$ cat src/rtl/rr_arb4.sv
// rr_arb4: four-way round-robin arbiter for one shared W-bit resource path.
// Owns the registered grant/select, the 4:1 payload mux and a hold-time watchdog
// that stops a single requester from monopolising the resource.
module rr_arb4 #(
    parameter int unsigned W        = 3,
    parameter int unsigned MAX_HOLD = 16
) (
    input  logic         clk,
    input  logic         rst,
    input  logic [3:0]   req,
    input  logic         done,
    input  logic [W-1:0] data0,
    input  logic [W-1:0] data1,
    input  logic [W-1:0] data2,
    input  logic [W-1:0] data3,
    output logic [3:0]   gnt,
    output logic [1:0]   sel,
    output logic         busy,
    output logic [W-1:0] data_out,
    output logic         timeout
);

    // Two-state controller: IDLE waits for any request, BUSY owns the resource.
    localparam logic [0:0] ST_IDLE = 1'b0;
    localparam logic [0:0] ST_BUSY = 1'b1;

    // A zero MAX_HOLD disables the watchdog entirely; otherwise the grant is
    // forced off once the hold counter reaches MAX_HOLD-1.
    localparam logic       WDOG_EN    = (MAX_HOLD != 0);
    localparam logic [7:0] HOLD_LIMIT = (MAX_HOLD == 0) ? 8'd0 : 8'(MAX_HOLD - 1);

    logic [0:0] state_q, state_d;
    logic [3:0] gnt_q, gnt_d;
    logic [1:0] sel_q, sel_d;
    logic [1:0] ptr_q, ptr_d;
    logic [7:0] hold_q, hold_d;
    logic       timeout_q, timeout_d;

    logic [3:0] holder_mask;
    logic [3:0] arb_req;
    logic [1:0] arb_ptr;
    logic       win_found;
    logic [1:0] win_idx;
    logic       wdog_fire;
    logic       release_c;

    // Release causes for the current holder: completion, withdrawal, or watchdog.
    always_comb begin
        holder_mask = 4'b0001 << sel_q;
        wdog_fire   = WDOG_EN && (state_q == ST_BUSY) && (hold_q == HOLD_LIMIT) && !done;
        release_c   = done || !req[sel_q] || wdog_fire;
    end

    // Arbitration view: in BUSY the holder is masked and the scan starts just past it,
    // so a releasing requester can never win the very next grant.
    always_comb begin
        arb_req = req;
        arb_ptr = ptr_q;
        if (state_q == ST_BUSY) begin
            arb_req = req & ~holder_mask;
            arb_ptr = sel_q + 2'd1;
        end
    end

    // First set request scanning arb_ptr, arb_ptr+1, ... with wrap-around.
    always_comb begin
        logic [1:0] idx;
        idx       = '0;
        win_found = 1'b0;
        win_idx   = '0;
        for (int i = 0; i < 4; i++) begin
            idx = arb_ptr + i[1:0];
            if (!win_found && arb_req[idx]) begin
                win_found = 1'b1;
                win_idx   = idx;
            end
        end
    end

    // Next-state logic: grant from IDLE, hold or hand over directly while BUSY.
    always_comb begin
        state_d   = state_q;
        gnt_d     = gnt_q;
        sel_d     = sel_q;
        ptr_d     = ptr_q;
        hold_d    = hold_q;
        timeout_d = 1'b0;
        case (state_q)
            ST_IDLE: begin
                if (win_found) begin
                    state_d = ST_BUSY;
                    gnt_d   = 4'b0001 << win_idx;
                    sel_d   = win_idx;
                    hold_d  = 8'd0;
                end
            end
            ST_BUSY: begin
                if (release_c) begin
                    ptr_d     = sel_q + 2'd1;
                    timeout_d = wdog_fire;
                    if (win_found) begin
                        gnt_d  = 4'b0001 << win_idx;
                        sel_d  = win_idx;
                        hold_d = 8'd0;
                    end else begin
                        state_d = ST_IDLE;
                        gnt_d   = 4'b0000;
                        hold_d  = 8'd0;
                    end
                end else if (hold_q != 8'hFF) begin
                    hold_d = hold_q + 8'd1;
                end
            end
            default: begin
                state_d = ST_IDLE;
                gnt_d   = 4'b0000;
                hold_d  = 8'd0;
            end
        endcase
    end

    // State registers with synchronous active-high reset.
    always_ff @(posedge clk) begin
        if (rst) begin
            state_q   <= ST_IDLE;
            gnt_q     <= 4'b0000;
            sel_q     <= 2'b00;
            ptr_q     <= 2'b00;
            hold_q    <= 8'd0;
            timeout_q <= 1'b0;
        end else begin
            state_q   <= state_d;
            gnt_q     <= gnt_d;
            sel_q     <= sel_d;
            ptr_q     <= ptr_d;
            hold_q    <= hold_d;
            timeout_q <= timeout_d;
        end
    end

    // Payload mux: sel[0] picks inside each pair, sel[1] picks the pair.
    always_comb begin
        logic [W-1:0] pair_lo;
        logic [W-1:0] pair_hi;
        pair_lo  = sel_q[0] ? data1 : data0;
        pair_hi  = sel_q[0] ? data3 : data2;
        data_out = sel_q[1] ? pair_hi : pair_lo;
    end

    assign gnt     = gnt_q;
    assign sel     = sel_q;
    assign busy    = (state_q == ST_BUSY);
    assign timeout = timeout_q;

endmodule

$ cat config.mk
export PLATFORM = sky130hd
export DESIGN_NAME = rr_arb4
export DESIGN_NICKNAME = d
export VERILOG_FILES = /design/src/rtl/rr_arb4.sv
export SDC_FILE = /design/constraint.sdc
export NUM_CORES = 1
export LEC_CHECK = 0
export CAP_MARGIN = 10
export CORE_AREA = 2 2 51 53
export DETAILED_ROUTE_END_ITERATION = 10
export DIE_AREA = 0 0 53 55
export PLACE_DENSITY = 0.86
export SETUP_SLACK_MARGIN = 0.3
export SYNTH_ARGS = -nofsm -noshare
export SYNTH_HDL_FRONTEND = slang
export SYNTH_SLANG_ARGS = --single-unit
export TNS_END_PERCENT = 100
$ cat constraint.sdc
create_clock -name clk -period 4.4 [get_ports clk]
set_input_delay 0.88 -clock clk [delete_from_list [all_inputs] [get_ports clk]]
set_output_delay 0.88 -clock clk [all_outputs]
set_load 0.005 [all_outputs]
# After elaboration in Yosys (flattened, before gate mapping)
# Cells that the tools add are included.
[classes] mux=37 shifts=2 addsub=5 n_lt_le_gt_ge=5 eq_ne=5 n_bitwise=4 reduce_logical=16
[op_table] cell="2-to-1 mux 8 bit" n=3
[op_table] cell="2-to-1 mux 4 bit" n=4
[op_table] cell="case mux 8 bit (2 select lines)" n=1
[op_table] cell="< comparator 2 x 3 -> 1 bit (second input constant)" n=5
[op_table] cell="2-to-1 mux 2 bit" n=7
[op_table] cell="2-to-1 mux 1 bit" n=11
[op_table] cell="binary-select mux 1 bit (select 2 bit)" n=5
[op_table] cell="2-to-1 mux 3 bit" n=3
[op_table] cell="adder 8 x 1 -> 8 bit (second input constant)" n=1
[op_table] cell="equality test 8 x 4 -> 1 bit (second input constant)" n=1
[op_table] cell="!= test 8 bit (second input constant)" n=1
[op_table] cell="case mux 4 bit (2 select lines)" n=1
[op_table] cell="left shift 1 x 2 -> 4 bit (first input constant)" n=2
[op_table] cell="AND reduction 2 bit" n=3
[op_table] cell="logical AND 1 bit" n=5
[op_table] cell="logical NOT 1 bit" n=5
[op_table] cell="adder 2 x 1 -> 2 bit (second input constant)" n=2
[op_table] cell="adder 2 bit (second input constant)" n=2
[op_table] cell="AND 4 bit" n=1
[op_table] cell="NOT 4 bit" n=1
[op_table] cell="case mux 2 bit (2 select lines)" n=1
[op_table] cell="!= test 3 x 1 -> 1 bit (second input constant)" n=1
[op_table] cell="OR reduction 3 bit" n=1
[op_table] cell="logical OR 1 bit" n=2
[op_table] cell="other kinds (4)" n=5
[word_totals] elab_cells=80 output_inout_bits=11 reg_bits=18 input_bits=19

# Longest topological paths before layout
# Gate-level depths: netlist (run 1).
[logic_depth] depth_word=20 depth_mapped=8 depth_no_buf=7

# Worst setup path before layout (run 1)
# OpenSTA, ideal clock, no wires.
[synth_timing] kind="input-to-reg" startpoint="in req[3]" endpoint="reg gnt_q[2] (netlist: gnt[2])" cell_stages=7 n_path_buf=2 arrival_ns=2.357 setup_ns=0.092 setup_slack_ns=1.950 required_ns=4.308 path_cell_list="mux4_2 > and3_4 > buf_6 > and2_4 > buf_6 > or2_4 > o32ai_1"
[synth_via] elab_chain_len=18 word_cells_on_any_way=37 cone_classes="eq/ne (2); shift (1); mux (23); bitwise (1); reduce/logical (10)"
[synth_rtl] item="from (decl)" line_no="10" source="input logic [3:0] req,"
[synth_rtl] item="AND 4 bit" line_no="60" source="arb_req = req & ~holder_mask;"
[synth_rtl] item="2-to-1 mux 4 bit" line_no="59" source="if (state_q == ST_BUSY) begin"
[synth_rtl] item="binary-select mux 1 bit (select 2 bit)" line_no="73" source="if (!win_found && arb_req[idx]) begin"
[synth_rtl] item="2-to-1 mux 1 bit (not written as such)" line_no="73"
[synth_rtl] item="2-to-1 mux 1 bit" line_no="73"
[synth_rtl] item="logical NOT 1 bit" line_no="73"
[synth_rtl] item="logical AND 1 bit" line_no="73"
[synth_rtl] item="2-to-1 mux 1 bit" line_no="73"
[synth_rtl] item="(+2 left out)"
[synth_rtl] item="2-to-1 mux 1 bit" line_no="73"
[synth_rtl] item="logical NOT 1 bit" line_no="73"
[synth_rtl] item="logical AND 1 bit" line_no="73"
[synth_rtl] item="2-to-1 mux 2 bit" line_no="73"
[synth_rtl] item="left shift 1 x 2 -> 4 bit" line_no="92, 102"
[synth_rtl] item="2-to-1 mux 4 bit" line_no="101" source="if (win_found) begin"
[synth_rtl] item="2-to-1 mux 4 bit" line_no="98" source="if (release_c) begin"
[synth_rtl] item="case mux 4 bit (2 select lines)" line_no="88" source="case (state_q)"
[synth_rtl] item="to (signal assigned)" line_no="133" source="gnt_q <= gnt_d;"
[synth_rtl] item="to (decl)" line_no="33" source="logic [3:0] gnt_q, gnt_d;"
# Parallel ways exist; a longest one is shown, timed or not. The select of a mux whose other input is x is not followed.
# A chain may end at the register's enable or synchronous reset.

# Final worst setup path (run 1)
[layout_timing] startpoint="in data1[1]" endpoint="out data_out[1]"
[layout_via] elab_chain_len=2
[layout_rtl] item="from (decl)" line_no="13" source="input logic [W-1:0] data1,"
[layout_rtl] item="2-to-1 mux 3 bit" line_no="145" source="pair_lo = sel_q[0] ? data1 : data0;"
[layout_rtl] item="2-to-1 mux 3 bit" line_no="147" source="data_out = sel_q[1] ? pair_hi : pair_lo;"
[layout_rtl] item="to (decl)" line_no="19" source="output logic [W-1:0] data_out,"
# No other way between the ends.

==> impl_metrics.ini, run 1 <==
[die]
initial_core_util_pct = 49.2
rows = 18
die_h_microns = 55
die_area_sq_mm = 0.00292
pin_count = 30
core_area_sq_mm = 0.00236
die_w_microns = 53

[outcome]
status = complete, no violations

[yosys]
netlist_instances = 127
synth_seq_area_share_pct = 31.0
synth_nets = 151
yosysUniqueCellTypes = 44
yosysWarnings = 0
synth-async-reset-ratio_pct = 0
syn-cell-area_sq_mm = 0.00116
ys_seq_elements = 18
synth_ff_type = dfxtp_1
avgSynthCellArea_sq_um = 9.15
synth_edf_count = 0

[power]
worst_ir_drop_vdd_uv = 273
power_switching_share_pct = 30.0
clock_power_share_pct = 18.7
p_leak_nw = 0.529
power_frac_seq_pct = 45.8
p_comb_share_pct = 35.6
p_sw_mw = 0.127
p_per_area_mw_per_mm2 = 289
p_int_mw = 0.297

[sta]
relSlewSlack_pct = 51.9
setup_tns_ns = 0
skew_ns = 0.00237
finalSetupViolations = 0
finalCritPeriodShare_pct = 71.1
worst_slew_pin_slew_ns = 0.720
finalHoldViolCount = 0
slew_viol_final = 0
rsz0062_at_grt = no
min_period_ns = 3.13
clock.fmax_ghz = 0.319

[critical_path]
critPathArrivalTime_ns = 2.25
cp_max_fo = 1
crit_type = in -> out
critPathCaptureType = primary output
critPathMaxStageDelay_ns = 0.51
start_kind = input port
r2r_end = gnt[3]$_SDFFE_PP0P_
crit_top_cell = clkdlybuf4s50_1
r2r_cells = 7
crit_path_top_delay_cell = mux4_1
crit_family = buffers and inverters
path_buf_inv = 2
cp.required_ns = 3.52
rrSetupSlack_ns = 1.70
r2r-start = sel[0]$_SDFFE_PP0P_
path_cells = clkdlybuf4s50_1 -> mux4_1 -> clkdlybuf4s50_1

[layout]
drive_above_1_share_pct = 9.15
nNetsFinal = 179
final_area_sq_mm = 0.00147
final_cell_mix = clkdlybuf4s50_1 (29), dfxtp_1 (18), inv_1 (10), nor2_1 (10), a21oi_1 (10)
diodes = 0
area_delta_synth_final_pct = 26.3
final_common_cell = clkdlybuf4s50_1

[route]
post_drt_wl_per_cell_microns = 14.7
final_antenna_net_count = 0
drc = 0
vias_per_cell = 5.86
drt_wl_total_mm = 2.69
dr.pass1.iters = 4
drtIter0Drc = 29
route.vias.total = 1073

[clocking]
post_cts_resize_count = 0
cts_tree = yes
clockBufferDepth = 2
h-tree-depth = 1
cts_sinks = 18
cts_root_buffer = clkbuf_4
clkSlewWorstSetupHoldPaths_ns = 0.09
cts_hold_buf = 0
cts_buffers = 3
clkLatencyLatePin_ns = 0.29
post-cts-setup-buffers = 0

[min_path]
hold_depth = 2
hold_class = reg -> reg
min_to = gnt[3]$_SDFFE_PP0P_
min_from = gnt[3]$_SDFFE_PP0P_

[global_route]
grt_pass1_vias = 959
grt_pass1_wl_mm = 4.13
grtUsageTotal_pct = 18.9
antenna_found_initial = 0
grt_overflow_total = 0
grt_max_degree = 14

[placement]
port_buffers = 29
dpl_cell_area_sq_mm = 0.00145
post-dp-hpwl_mm = 2.10
finalWeightedCongestion = 0.716

[flow_run]
drv_cap = 0
## layout make-up
cell class | count | area, sq um
Timing Repair Buffer | 29 | 290
Sequential cell | 18 | 360
Tap cell | 30 | 37.5
Inverter | 10 | 37.5
Fill cell | 204 | 897
Multi-Input combinational cell | 93 | 719
Clock buffer | 3 | 22.5
## flip-flops by register name, summed over array words and instances (netlist names)
name,cells
timeout,1
hold_q,8
busy,1
sel,2
ptr_q,2
gnt,4
## kinds of logic (layout without fill, tap and decap cells)
family / Yosys count / after routing / synth area share [%]
AOI/OAI and AO/OA: 33 / 33 / 21.0
and+or+nand+nor: 46 / 46 / 22.6
adders and majority gates: 5 / 5 / 5.38
muxes: 7 / 7 / 11.4
DFF: 18 / 18 / 31.0
xor gates and xnor gates: 2 / 2 / 1.51
buffers and inverters: 16 / 42 / 7.10
## cells in the mapped netlist (all sizes together) (2+ instances only)
master	instances	area, sq um
dfxtp	18	360
a21oi	10	50.1
mux4	4	101
buf	3	33.8
clkbuf	3	11.3
o32ai	4	35.0
nand3	3	15.0
inv	10	37.5
and2	2	16.3
nor2	10	37.5
or2	2	15.0
or3	2	12.5
nand3b	2	15.0
nor3	8	40.0
nor4	2	12.5
and3	3	23.8
nand2	4	15.0
mux2i	2	20.0
xnor2	2	17.5
nand2b	5	31.3
a32o	2	20.0
ha	5	62.6
a21boi	4	30.0
## how the worst max path moves through the flow
| stage | cells past startpoint | start | slack, ns | endpoint |
|---|---|---|---|---|
| floorplan | 7 | req[3] | 1.95 | gnt[2]$_SDFFE_PP0P_ |
| global placement | 3 | data2[0] | 1.29 | data_out[0] |
| detailed placement | 3 | data2[1] | 1.26 | data_out[1] |
| CTS | 3 | data1[1] | 1.26 | data_out[1] |
| global route | 3 | data1[1] | 1.24 | data_out[1] |
| finish | 3 | data1[1] | 1.27 | data_out[1] |
## per-stage QoR
stage               hold slack (ns)  total power [mW]  cells  setup slack (ns)  utilization (%)
floorplan                     0.451             0.286    127              1.95                -
global placement              0.447             0.343    180              1.29             61.1
detailed placement            0.453             0.349    180              1.26             61.1
CTS                           0.486             0.428    183              1.26             62.1
global route                  0.504             0.449    183              1.24             62.1
finish                        0.483             0.424    183              1.27             62.1
## worst min-delay path: cells and delay by family, from the launching register on
| kind | cells | cell delay, ns |
|---|---|---|
| AOI/OAI and AO/OA | 1 | 0.06 |
| buffers and inverters | 1 | 0.05 |
| DFF | 1 | 0.32 |
## metal layers
metal | GRT usage [%] | share of wire, %
met1 | 22.9 | 42
met4 | 3.85 | 1.1
met3 | 4.03 | 8.2
met5 | 0 | 0
met2 | 34.6 | 49
## power groups by stage
stage	logic [mW]	registers (mW)	clock network [mW]
after floorplan	0.0955	0.191	0
after global placement	0.146	0.197	0
after detailed placement	0.151	0.198	0
after CTS	0.152	0.195	0.0815
after global routing	0.165	0.197	0.0874
final	0.151	0.194	0.0792
Note: power is estimated with default switching activity, not from simulation.
==> inputs of run 2 (changes only) <==
--- a/config.mk
+++ b/config.mk
@@ -6,10 +6,10 @@
 export NUM_CORES = 1
 export LEC_CHECK = 0
 export CAP_MARGIN = 10
-export CORE_AREA = 2 2 51 53
+export CORE_AREA = 2 2 55 57
 export DETAILED_ROUTE_END_ITERATION = 10
-export DIE_AREA = 0 0 53 55
-export PLACE_DENSITY = 0.86
+export DIE_AREA = 0 0 57 59
+export PLACE_DENSITY = 0.78
 export SETUP_SLACK_MARGIN = 0.3
 export SYNTH_ARGS = -nofsm -noshare
 export SYNTH_HDL_FRONTEND = slang
==> constraint.sdc (replaced) <==
create_clock -name clk -period 2.65 [get_ports clk]
set_input_delay 0.53 -clock clk [delete_from_list [all_inputs] [get_ports clk]]
set_output_delay 0.53 -clock clk [all_outputs]
set_load 0.005 [all_outputs]
==> run 2 against run 1 <==
  * Sequential power increased by 59%
  * Combinational power increased by 79%
  * Core utilization decreased by 6.2 points
  * Die area increased by 15%
  * Clock-buffer cell count unchanged
  * Hold slack got worse by 0.012 ns
  * Setup slack got worse by 0.87 ns
  * Largest cell class unchanged
  * Largest power group unchanged
==> impl_metrics.ini, run 2 (synthesis gave the netlist of run 1 again) <==
[flow_run]
drv_cap = 0

[clocking]
clkLatencyLatePin_ns = 0.30
cts_buffers = 3
cts_hold_buf = 0
cts_root_buffer = clkbuf_4
h-tree-depth = 1
clkSlewWorstSetupHoldPaths_ns = 0.10
cts_sinks = 18
clockBufferDepth = 2
post-cts-setup-buffers = 0
post_cts_resize_count = 3
cts_tree = yes

[sta]
skew_ns = 0.00199
clock.fmax_ghz = 0.444
rsz0062_at_grt = no
finalCritPeriodShare_pct = 84.9
setup_tns_ns = 0
worst_slew_pin_slew_ns = 0.503
hold_slack_ns = 0.471
relSlewSlack_pct = 66.2
finalSetupViolations = 0
min_period_ns = 2.25
setup_slack_ns = 0.399
finalHoldViolCount = 0
slew_viol_final = 0

[die]
rows = 19
pin_count = 30
die_area_sq_mm = 0.00336
core_area_sq_mm = 0.00271
die_w_microns = 57
initial_core_util_pct = 42.9
die_h_microns = 59

[critical_path]
critPathCaptureType = flop
critPathMaxStageDelay_ns = 0.43
crit_family = compound AO/OA/AOI/OAI gates
cp.required_ns = 2.86
crit_type = reg -> reg
r2r-start = sel[0]$_SDFFE_PP0P_
cp_max_fo = 5
cp_num_cells = 7
path_buf_inv = 1
start_kind = flop
critPathArrivalTime_ns = 2.46
critPathLaunch = sel[0]$_SDFFE_PP0P_
path_cells = inv_1 -> ha_1 -> mux2_2 -> o31ai_2 -> a21oi_1 -> or3_1 -> o32ai_1
crit_path_top_delay_cell = or3_1
r2r_cells = 7

[global_route]
grt_overflow_total = 0
grtUsageTotal_pct = 16.8
antenna_found_initial = 0
grt_max_degree = 14
grt_pass1_vias = 1018
grt_pass1_wl_mm = 4.49

[route]
drc = 0
post_drt_wl_per_cell_microns = 14.2
dr.pass1.iters = 4
route.vias.total = 1093
drt_wl_total_mm = 2.69
drtIter0Drc = 46
final_antenna_net_count = 0
vias_per_cell = 5.75

[power]
p_per_area_mw_per_mm2 = 475
p_leak_nw = 0.562
worst_ir_drop_vdd_uv = 358

[outcome]
status = complete, no violations

[placement]
port_buffers = 29
finalWeightedCongestion = 0.856
dpl_cell_area_sq_mm = 0.00149
pre_cts_ws_ns = 0.157
post-dp-hpwl_mm = 2.09
dp_cells = 187

[layout]
stdcell_count = 190
final_area_sq_mm = 0.00152
largest_reg_flops = 8
diodes = 0
final_cell_mix = clkdlybuf4s50_1 (26), dfxtp_1 (18), inv_1 (10), nor2_1 (10), a21oi_1 (10)
regMostFlops = hold_q
drive_above_1_share_pct = 13.2
seq_area_sq_um = 360
multi_input_area_sq_um = 724
final_common_cell = clkdlybuf4s50_1
nNetsFinal = 185
nFillCells = 249
area_delta_synth_final_pct = 30.4

[min_path]
hold_depth = 2
hold_class = reg -> reg
min_from = gnt[2]$_SDFFE_PP0P_
## run 2: per-stage QoR
step                      util, %  power [mW]
final                        55.9       0.719
after global routing         55.9       0.756
after CTS                    55.7       0.718
after detailed placement     55.0       0.591
after global placement       55.0       0.582
after floorplan                 -       0.475
## run 2: power by group
group	internal [mW]	switching [mW]
clock	0.0530	0.0856
combinational	0.151	0.120
sequential	0.293	0.0163
total	0.497	0.222
## run 2: layout make-up
cell class	count	area share (%)
multi-input combinational	93	47.8
sequential	18	23.8
timing repair buffer	35	21.9
tap	31	2.56
inverter	10	2.48
clock buffer	3	1.49
## run 2: worst paths after layout
check	to	slack [ns]
worst max-delay path	gnt[3]$_SDFFE_PP0P_	0.40
worst min-delay path	gnt[2]$_SDFFE_PP0P_	0.47
worst max register to register	gnt[3]$_SDFFE_PP0P_	0.40
worst min register to register	gnt[2]$_SDFFE_PP0P_	0.47
## run 2: tightest hold or removal path, cell delays in order, from the launching register on
cell     delay [ns]
dfxtp_1        0.32
inv_1          0.05
o32ai_1        0.05
## run 2: per-layer routing
layer  wire, microns  vias up  share of wire [%]  GRT usage [%]
met1            1220      509                 45           21.0
met3             155        5                5.8           2.40
met4              37        0                1.4           4.98
li1                -      537                  -              -
met5               0        -                  0              0
met2            1280       42                 47           30.2
